<file path="config.mk">
export PLATFORM = sky130hd
export DESIGN_NAME = rf_wr_arb
export DESIGN_NICKNAME = d
export VERILOG_FILES = /design/src/rtl/rf_arb_pkg.sv /design/src/rtl/rr_pick.sv /design/src/rtl/rf_wr_arb.sv
export SDC_FILE = /design/constraint.sdc
export NUM_CORES = 1
export LEC_CHECK = 0
export ABC_AREA = 0
export CAP_MARGIN = 30
export CORE_MARGIN = 2
export CORE_UTILIZATION = 35
export DETAILED_ROUTE_END_ITERATION = 8
export PLACE_DENSITY_LB_ADDON = 0.2
export SYNTH_ARGS = -nofsm -noshare
export SYNTH_HDL_FRONTEND = slang
export SYNTH_SLANG_ARGS = --single-unit
</file>
<file path="constraint.sdc">
create_clock -name i_clk -period 3.3 [get_ports i_clk]
set_input_delay 0.99 -clock i_clk [delete_from_list [all_inputs] [get_ports i_clk]]
set_output_delay 0.99 -clock i_clk [all_outputs]
set_load 0.05 [all_outputs]
</file>
<file path="src/rtl/rf_arb_pkg.sv">
// Shared types and default widths for the register-file write arbiter.
// Holds the output-stage state enum.
package rf_arb_pkg;

  typedef enum logic {
    EMPTY = 1'b0,
    FULL  = 1'b1
  } wr_state_e;

  localparam int DEF_NUM_REQ    = 4;
  localparam int DEF_ADDR_WIDTH = 5;
  localparam int DEF_DATA_WIDTH = 32;

endpackage

</file>
<file path="src/rtl/rr_pick.sv">
// Round-robin selector: first valid index at or after rr_ptr.
// Purely combinational; wraps from NUM_REQ-1 back to 0.
module rr_pick #(
  parameter int NUM_REQ = 4,
  parameter int IW      = $clog2(NUM_REQ)
) (
  input  logic [NUM_REQ-1:0] valid,
  input  logic [IW-1:0]      rr_ptr,
  output logic [NUM_REQ-1:0] grant,
  output logic [IW-1:0]      idx,
  output logic               hit
);

  logic [IW:0]   sum;
  logic [IW-1:0] j;

  always_comb begin
    grant = '0;
    idx   = '0;
    hit   = 1'b0;
    sum   = '0;
    j     = '0;
    for (int i = 0; i < NUM_REQ; i++) begin
      // rr_ptr + i stays below 2*NUM_REQ, so one subtract wraps it
      sum = {1'b0, rr_ptr} + (IW+1)'(i);
      if (sum >= (IW+1)'(NUM_REQ))
        sum = sum - (IW+1)'(NUM_REQ);
      j = sum[IW-1:0];
      if (!hit && valid[j]) begin
        hit      = 1'b1;
        grant[j] = 1'b1;
        idx      = j;
      end
    end
  end

endmodule

</file>
<file path="src/rtl/rf_wr_arb.sv">
// Register-file write-back arbiter: round-robin pick into a
// single-entry output stage driving the RF write port.
module rf_wr_arb
  import rf_arb_pkg::*;
#(
  parameter int NUM_REQ    = DEF_NUM_REQ,
  parameter int ADDR_WIDTH = DEF_ADDR_WIDTH,
  parameter int DATA_WIDTH = DEF_DATA_WIDTH
) (
  input  logic                          i_clk,
  input  logic                          i_rst_n,
  input  logic [NUM_REQ-1:0]            i_req_valid,
  input  logic [NUM_REQ*ADDR_WIDTH-1:0] i_req_addr,
  input  logic [NUM_REQ*DATA_WIDTH-1:0] i_req_data,
  output logic [NUM_REQ-1:0]            o_req_ready,
  input  logic                          i_wr_stall,
  output logic                          o_wr_en,
  output logic [ADDR_WIDTH-1:0]         o_wr_addr,
  output logic [DATA_WIDTH-1:0]         o_wr_data,
  output logic [$clog2(NUM_REQ)-1:0]    o_wr_src
);

  localparam int IW = $clog2(NUM_REQ);

  wr_state_e     state_q, state_d;
  logic [IW-1:0] rr_ptr_q;
  logic [IW-1:0] rr_ptr_d;
  logic [IW-1:0] pick_idx;
  logic [NUM_REQ-1:0] pick_gnt;
  logic          pick_hit;
  logic          can_accept;
  logic          xfer;

  rr_pick #(
    .NUM_REQ (NUM_REQ),
    .IW      (IW)
  ) u_pick (
    .valid  (i_req_valid),
    .rr_ptr (rr_ptr_q),
    .grant  (pick_gnt),
    .idx    (pick_idx),
    .hit    (pick_hit)
  );

  // Gated by reset so ready drops the instant reset asserts
  assign can_accept = i_rst_n &&
    ((state_q == EMPTY) || !i_wr_stall);
  assign xfer = can_accept && pick_hit;
  assign o_req_ready = can_accept ? pick_gnt : '0;

  assign o_wr_en = (state_q == FULL) && !i_wr_stall &&
    (|o_wr_addr);

  assign rr_ptr_d = (pick_idx == IW'(NUM_REQ-1)) ?
    '0 : pick_idx + IW'(1);

  always_comb begin
    state_d = state_q;
    unique case (state_q)
      EMPTY: if (xfer) state_d = FULL;
      FULL:  if (!i_wr_stall) state_d = xfer ? FULL : EMPTY;
    endcase
  end

  always_ff @(posedge i_clk or negedge i_rst_n) begin
    if (!i_rst_n) state_q <= EMPTY;
    else          state_q <= state_d;
  end

  always_ff @(posedge i_clk or negedge i_rst_n) begin
    if (!i_rst_n) begin
      rr_ptr_q  <= '0;
      o_wr_addr <= '0;
      o_wr_data <= '0;
      o_wr_src  <= '0;
    end else if (xfer) begin
      rr_ptr_q  <= rr_ptr_d;
      o_wr_addr <= i_req_addr[pick_idx*ADDR_WIDTH +: ADDR_WIDTH];
      o_wr_data <= i_req_data[pick_idx*DATA_WIDTH +: DATA_WIDTH];
      o_wr_src  <= pick_idx;
    end
  end

endmodule

</file>
======== Yosys cells after proc, flatten, opt, wreduce, memory -nomap -nowiden ========
Index checks and enable logic that the tools add are counted.
storage, ports and cells
  register bits after elaboration ......... 42
operators by class
  $add $sub $neg .......................... 8
  multiply operators ...................... 1
  magnitude comparators ................... 12
  eq/ne operators ......................... 1
  shift operators ......................... 2
  muxes and demuxes ....................... 37
  bitwise operators ....................... 4
  reductions and logical operators ........ 17
operators by type and width
  operator                                                                       number
  128-bit by 8-bit indexed part select with 32-bit output                        1
  4-bit two-way mux                                                              5
  20-bit by 6-bit indexed part select with 5-bit output                          1
  2-bit two-way mux                                                              9
  1-bit two-way mux                                                              14
  2-bit by 3-bit less-than comparator with 1-bit output (second input constant)  4
  4-bit bitwise OR                                                               3
  1-bit logical AND                                                              11
  3-bit >= comparator (second input constant)                                    3
  1-bit binary-select mux with 2-bit select                                      4
  1-bit demux with 2-bit select                                                  4
  2-bit by 1-bit >= comparator with 1-bit output (second input constant)         4
  2-bit by 1-bit subtractor with 2-bit output (second input constant)            4
  2-bit by 2-bit adder with 3-bit output (second input constant)                 2
  2-bit by 3-bit multiplier with 5-bit output (second input constant)            1
  5-bit OR reduction                                                             1
  1-bit zero test                                                                4
  2-bit by 1-bit adder with 3-bit output (second input constant)                 1
  2-bit by 3-bit >= comparator with 1-bit output (second input constant)         1
  2-bit by 1-bit adder with 2-bit output (second input constant)                 1
  2-bit equality test (second input constant)                                    1
  1-bit case mux with 2 select lines                                             1
  1-bit logical OR                                                               1
  1-bit NOT                                                                      1

======== Logic depth before layout (Yosys ltp) ========
  depth after elaboration ................. 18
  depth in mapped cells ................... 12
  gate-level depth less buffers ........... 8

======== Hierarchy ========
A second synthesis with hierarchy kept.
unflattened totals
  cell total of the unflattened synthesis .. 190
  area total of the unflattened synthesis .. 2947.8 sq um
by module, submodules not included
  module     times used  cells each  area an instance (sq um)
  rf_wr_arb  1           145         2526.2
  rr_pick    1           45          421.7

======== Worst setup path after synthesis ========
No wires, ideal clock.
  kind .................................... in2out
  from .................................... in i_req_valid[2]
  to ...................................... out o_req_ready[0]
  arrival ................................. 2714 ps
  slack ................................... -404 ps
  stages on the path ...................... 6
  path buffers ............................ 0
  cells stage by stage .................... mux4_2 and2b_1 a22oi_1 nor2_1 a221oi_1 nor2_1
between the ends
  cells in the longest elaborated chain, start to end .. 13
RTL lines
  what                                       RTL line         source
  start, declared                            rf_wr_arb.sv:12  input logic [NUM_REQ-1:0] i_req_valid,
  1-bit binary-select mux with 2-bit select  rr_pick.sv:29    if (!hit && valid[j]) begin
  1-bit two-way mux (implied by the code)    rr_pick.sv:29
  1-bit two-way mux                          rr_pick.sv:29
  1-bit zero test                            rr_pick.sv:29
  1-bit logical AND                          rr_pick.sv:29
  1-bit two-way mux                          rr_pick.sv:29
  1-bit zero test                            rr_pick.sv:29
  1-bit logical AND                          rr_pick.sv:29
  1-bit two-way mux                          rr_pick.sv:29
  1-bit zero test                            rr_pick.sv:29
  1-bit logical AND                          rr_pick.sv:29
  4-bit two-way mux (*)                      rr_pick.sv:29
  4-bit two-way mux (*)                      rf_wr_arb.sv:49  assign o_req_ready = can_accept ? pick_gnt : '0;
  end, declared                              rf_wr_arb.sv:15  output logic [NUM_REQ-1:0] o_req_ready,
Every way passes the cells marked *; elsewhere a longest branch is shown, timed or not. The select of a mux whose other input is x is not followed.

======== Worst setup path in the final report ========
  from .................................... in i_req_valid[1]
  to ...................................... out o_req_ready[0]
The elaborated chain is that of the path after synthesis.

==> metrics.log <==
[metrics] run status: complete, but fails checks
[metrics] failing checks: setup timing
[metrics] post-synthesis instance area: 0.00349 mm2
[metrics] sequential area share after synthesis: 0.302
[metrics] antenna viol nets, final: 0
[metrics] final critical-path setup slack: -0.202 ns
[metrics] number of violations reported at the end of detailed-routing iteration 0: 171
[metrics] Routed wire per std cell: 18.2 um
[metrics] classification of the worst setup path: input pin to primary output
[metrics] Syn Area/Cell: 9.45 um2
[metrics] DIE WIDTH: 104 um
[metrics] data required time of the critical path: 2.31 ns
[metrics] total length of routed wires: 13000 um
[metrics] number of antenna violations at the first check in global routing: 0
[metrics] adder-cell area share of the yosys netlist: 0.0251
[metrics] setup slack, reg-to-reg: 0.35 ns
[metrics] worst-path maximum fanout: 5
[metrics] weighted congestion reported at the end of routability-driven placement: 0.878
[metrics] period utilisation layout: 1.06
[metrics] grt ovf: 0
[metrics] arrival time of the worst setup path: 2.51 ns
[metrics] leakage power: 2.36 nW
[metrics] number of warning messages in the yosys log: 0
[metrics] I/O pin count: 199
[metrics] post-CTS clock slew at the launch and capture registers of the worst setup and hold paths: 0.09 ns
[metrics] maximum root-to-sink buffer count: 2
[metrics] largest cells by area after synthesis: sky130_fd_sc_hd__dfrtp_1 30%, sky130_fd_sc_hd__mux2i_1 15%, sky130_fd_sc_hd__a22oi_1 5.2%
[metrics] largest net degree at the start of global routing: 43
[metrics] synthesis-to-finish area growth: 74.1%
[metrics] ranking of synthesized cells by instance count: 53 x sky130_fd_sc_hd__mux2i_1, 42 x sky130_fd_sc_hd__dfrtp_1, 35 x sky130_fd_sc_hd__nor2_1
[metrics] end of the worst register-to-register path: o_wr_data[31]$_DFFE_PN0P_
[metrics] count of fill cells added during filler insertion: 864
[metrics] die boundary height: 104 um
[metrics] largest family of logic cells by synthesized area: compound AO/OA/AOI/OAI gates
[metrics] number of hold violations in the final report: 0
[metrics] global-route wire length before repair: 21100 um
[metrics] sort of element at the start of the critical path: input pin
[metrics] unrepaired setup endpoints after global routing: true
[metrics] total of max-cap violations: 0
[metrics] total clock buffers created by CTS: 5
[metrics] initial core utilization: 0.358
[metrics] gate count after technology mapping: 369
[metrics] cells on worst reg2reg path: 10
[metrics] Worst Setup EP: o_req_ready[0]
[metrics] count of flip-flops with a built-in enable after synthesis: 0
[metrics] Diodes inserted: 0
[metrics] buffer type at the clock tree root: sky130_fd_sc_hd__clkbuf_8
[metrics] critical path startpoint: i_req_valid[1]
[metrics] DRC: 0
[metrics] CTS tree: yes
[metrics] reg2reg start: rr_ptr_q[1]$_DFFE_PN0P_
[metrics] cell type contributing the most total cell area after synthesis: sky130_fd_sc_hd__dfrtp_1
[metrics] Slew Viols, Final: 0
[metrics] post-synthesis share of cell area spent on and, or, nand and nor gates: 0.107
[metrics] Die Footprint: 0.0108 mm2
[metrics] all-layer global routing usage: 0.241
[metrics] async set-reset flop share out of synthesis: 1.00
[metrics] most common cell in the synthesized netlist: sky130_fd_sc_hd__mux2i_1
[metrics] Clock Sinks: 42
[metrics] Post-Place Setup Slack: -0.621 ns
[metrics] via/cell ratio: 5.60
[metrics] First-pass DRT Iterations: 4
[metrics] Compound-Gate Fraction of Synth Area: 0.331
[metrics] final clock skew: 0.0126 ns
[metrics] Post-layout nets: 739
[metrics] placed wire-length estimate after detailed placement: 9880 um
[metrics] power density of the placed cells: 976 mW/mm2
[metrics] I/O Buffers: 198
[metrics] total number of vias: 3985
[metrics] Cell variety after synth: 53
[metrics] category of the worst setup path capture point: primary output
[metrics] setup violators final: 4
[metrics] proportion of layout cells with a drive suffix above 1: 0.159
[metrics] post-route total power: 5.92 mW
[metrics] vias in the first global route: 4163
[metrics] htree depth: 2
[metrics] Period minus WS final: 3.50 ns
[metrics] FMAX: 0.286 GHz
[metrics] mux cell area share after synthesis: 0.181
[metrics] relative max-transition margin: 0.617
[metrics] fraction of synthesized cell area taken by the top area cell type: 0.302
[metrics] transition time at the pin with the least slew margin: 0.572 ns
[metrics] post-synthesis share of cell area spent on xor and xnor gates: 0.00251
[metrics] maximum vdd drop: 0.525 mV
[metrics] net count of the mapped netlist: 531
[metrics] number of buffers added to fix hold violations after cts: 0
[metrics] core area: 0.00973 mm2
[metrics] prevailing post-synth register cell: sky130_fd_sc_hd__dfrtp_1
[metrics] total number of placement rows: 36
[metrics] HP Class: flip-flop to flip-flop
[metrics] number of storage elements in the synthesis netlist: 42
[metrics] Clock Latency Late Sink: 0.30 ns
==> kinds of logic (layout without fill, tap and decap cells) <==
| kind of cell | Yosys count | after routing |
|---|---|---|
| AND/OR/NAND/NOR | 83 | 83 |
| XOR/XNOR | 1 | 1 |
| buffers and inverters | 40 | 249 |
| adder cells (fa/ha/maj) | 7 | 7 |
| flip-flops | 42 | 42 |
| multiplexers | 59 | 59 |
| AO/OA/AOI/OAI | 137 | 137 |
==> layout by cell type, fill, tap and decap left out, drive strengths merged, types with 2 or more instances in the layout <==
master and n:
o21ai 6, a2111oi 20, nor2 35, a211o 2
mux2 3, inv 3, nor3 4, mux4 3
clkdlybuf4s50 188, mux2i 53, nand3b 3, dfrtp 42
ha 7, clkinv 2, a221oi 6, nand3 3
a21o 6, a22oi 24, a211oi 21, clkbuf 6
buf 50, o2bb2ai 20, a21oi 6, o221ai 15
nand2 25, nand2b 2, nor2b 3
==> power breakdown <==
| part | internal [mW] | switching (mW) |
|---|---|---|
| Clock | 0.150 | 0.194 |
| Combinational | 1.97 | 2.69 |
| Sequential | 0.766 | 0.151 |
==> layout make-up <==
| type | instances | area [um2] | area share |
|---|---|---|---|
| Clock buffer | 6 | 72.6 | 0.0120 |
| Clock inverter | 2 | 13.8 | 0.00227 |
| Inverter | 3 | 11.3 | 0.00186 |
| Multi-Input combinational cell | 287 | 2340 | 0.386 |
| Sequential cell | 42 | 1050 | 0.173 |
| Tap cell | 133 | 166 | 0.0274 |
| Timing Repair Buffer | 238 | 2410 | 0.397 |
==> timing repair <==
item	4_1_cts	5_1_grt
gates resized for setup	24	6
endpoints found under the setup margin	25	4
endpoints found under the hold margin	0	0
setup buffers	1	2
pin swaps	6	6
cloned	0	0
==> worst min path at each step <==
stage	from	slack (ns)	to	cells past startpoint
final	o_wr_data[25]$_DFFE_PN0P_	0.49	o_wr_data[25]$_DFFE_PN0P_	2
after global routing	o_wr_data[24]$_DFFE_PN0P_	0.52	o_wr_data[24]$_DFFE_PN0P_	2
after CTS	o_wr_data[25]$_DFFE_PN0P_	0.50	o_wr_data[25]$_DFFE_PN0P_	2
after detailed placement	o_wr_data[25]$_DFFE_PN0P_	0.47	o_wr_data[25]$_DFFE_PN0P_	2
after global placement	state_q$_DFF_PN0_	0.47	state_q$_DFF_PN0_	2
after floorplan	state_q$_DFF_PN0_	0.45	state_q$_DFF_PN0_	2
==> metrics by stage <==
| stage | std cells | instance area [um2] | hold slack (ns) | TNS (ns) | util |
|---|---|---|---|---|---|
| final | 711 | 6070 | 0.492 | -0.791 | 0.624 |
| after global routing | 711 | 6070 | 0.518 | -1.10 | 0.624 |
| after CTS | 709 | 6030 | 0.495 | -0.905 | 0.620 |
| after detailed placement | 700 | 5930 | 0.475 | -13.98 | 0.609 |
| after global placement | 700 | 5930 | 0.469 | -10.55 | 0.609 |
| after floorplan | 369 | 3540 | 0.452 | -0.476 | - |
==> worst max-delay path, stage by stage <==
cell and delay (ns):
sky130_fd_sc_hd__buf_8 0.10, sky130_fd_sc_hd__mux4_2 0.49, sky130_fd_sc_hd__and2b_2 0.27, sky130_fd_sc_hd__a22oi_2 0.12, sky130_fd_sc_hd__nor2_1 0.06, sky130_fd_sc_hd__a221oi_2 0.26, sky130_fd_sc_hd__nor2_4 0.06, sky130_fd_sc_hd__buf_12 0.16
==> flip-flops by register name, indices dropped and copies added (netlist names) <==
register,count
o_wr_addr,5
state_q,1
rr_ptr_q,2
o_wr_data,32
o_wr_src,2
==> metal layers <==
layer	global-route usage	share of wire	vias up	wire length (um)
met5	0	0	-	0
met4	0.0782	0.022	0	281
met3	0.0617	0.077	18	995
met2	0.426	0.51	169	6570
met1	0.285	0.39	1910	5100
li1	-	-	1888	-
Note: power is estimated with default switching activity, not from simulation.
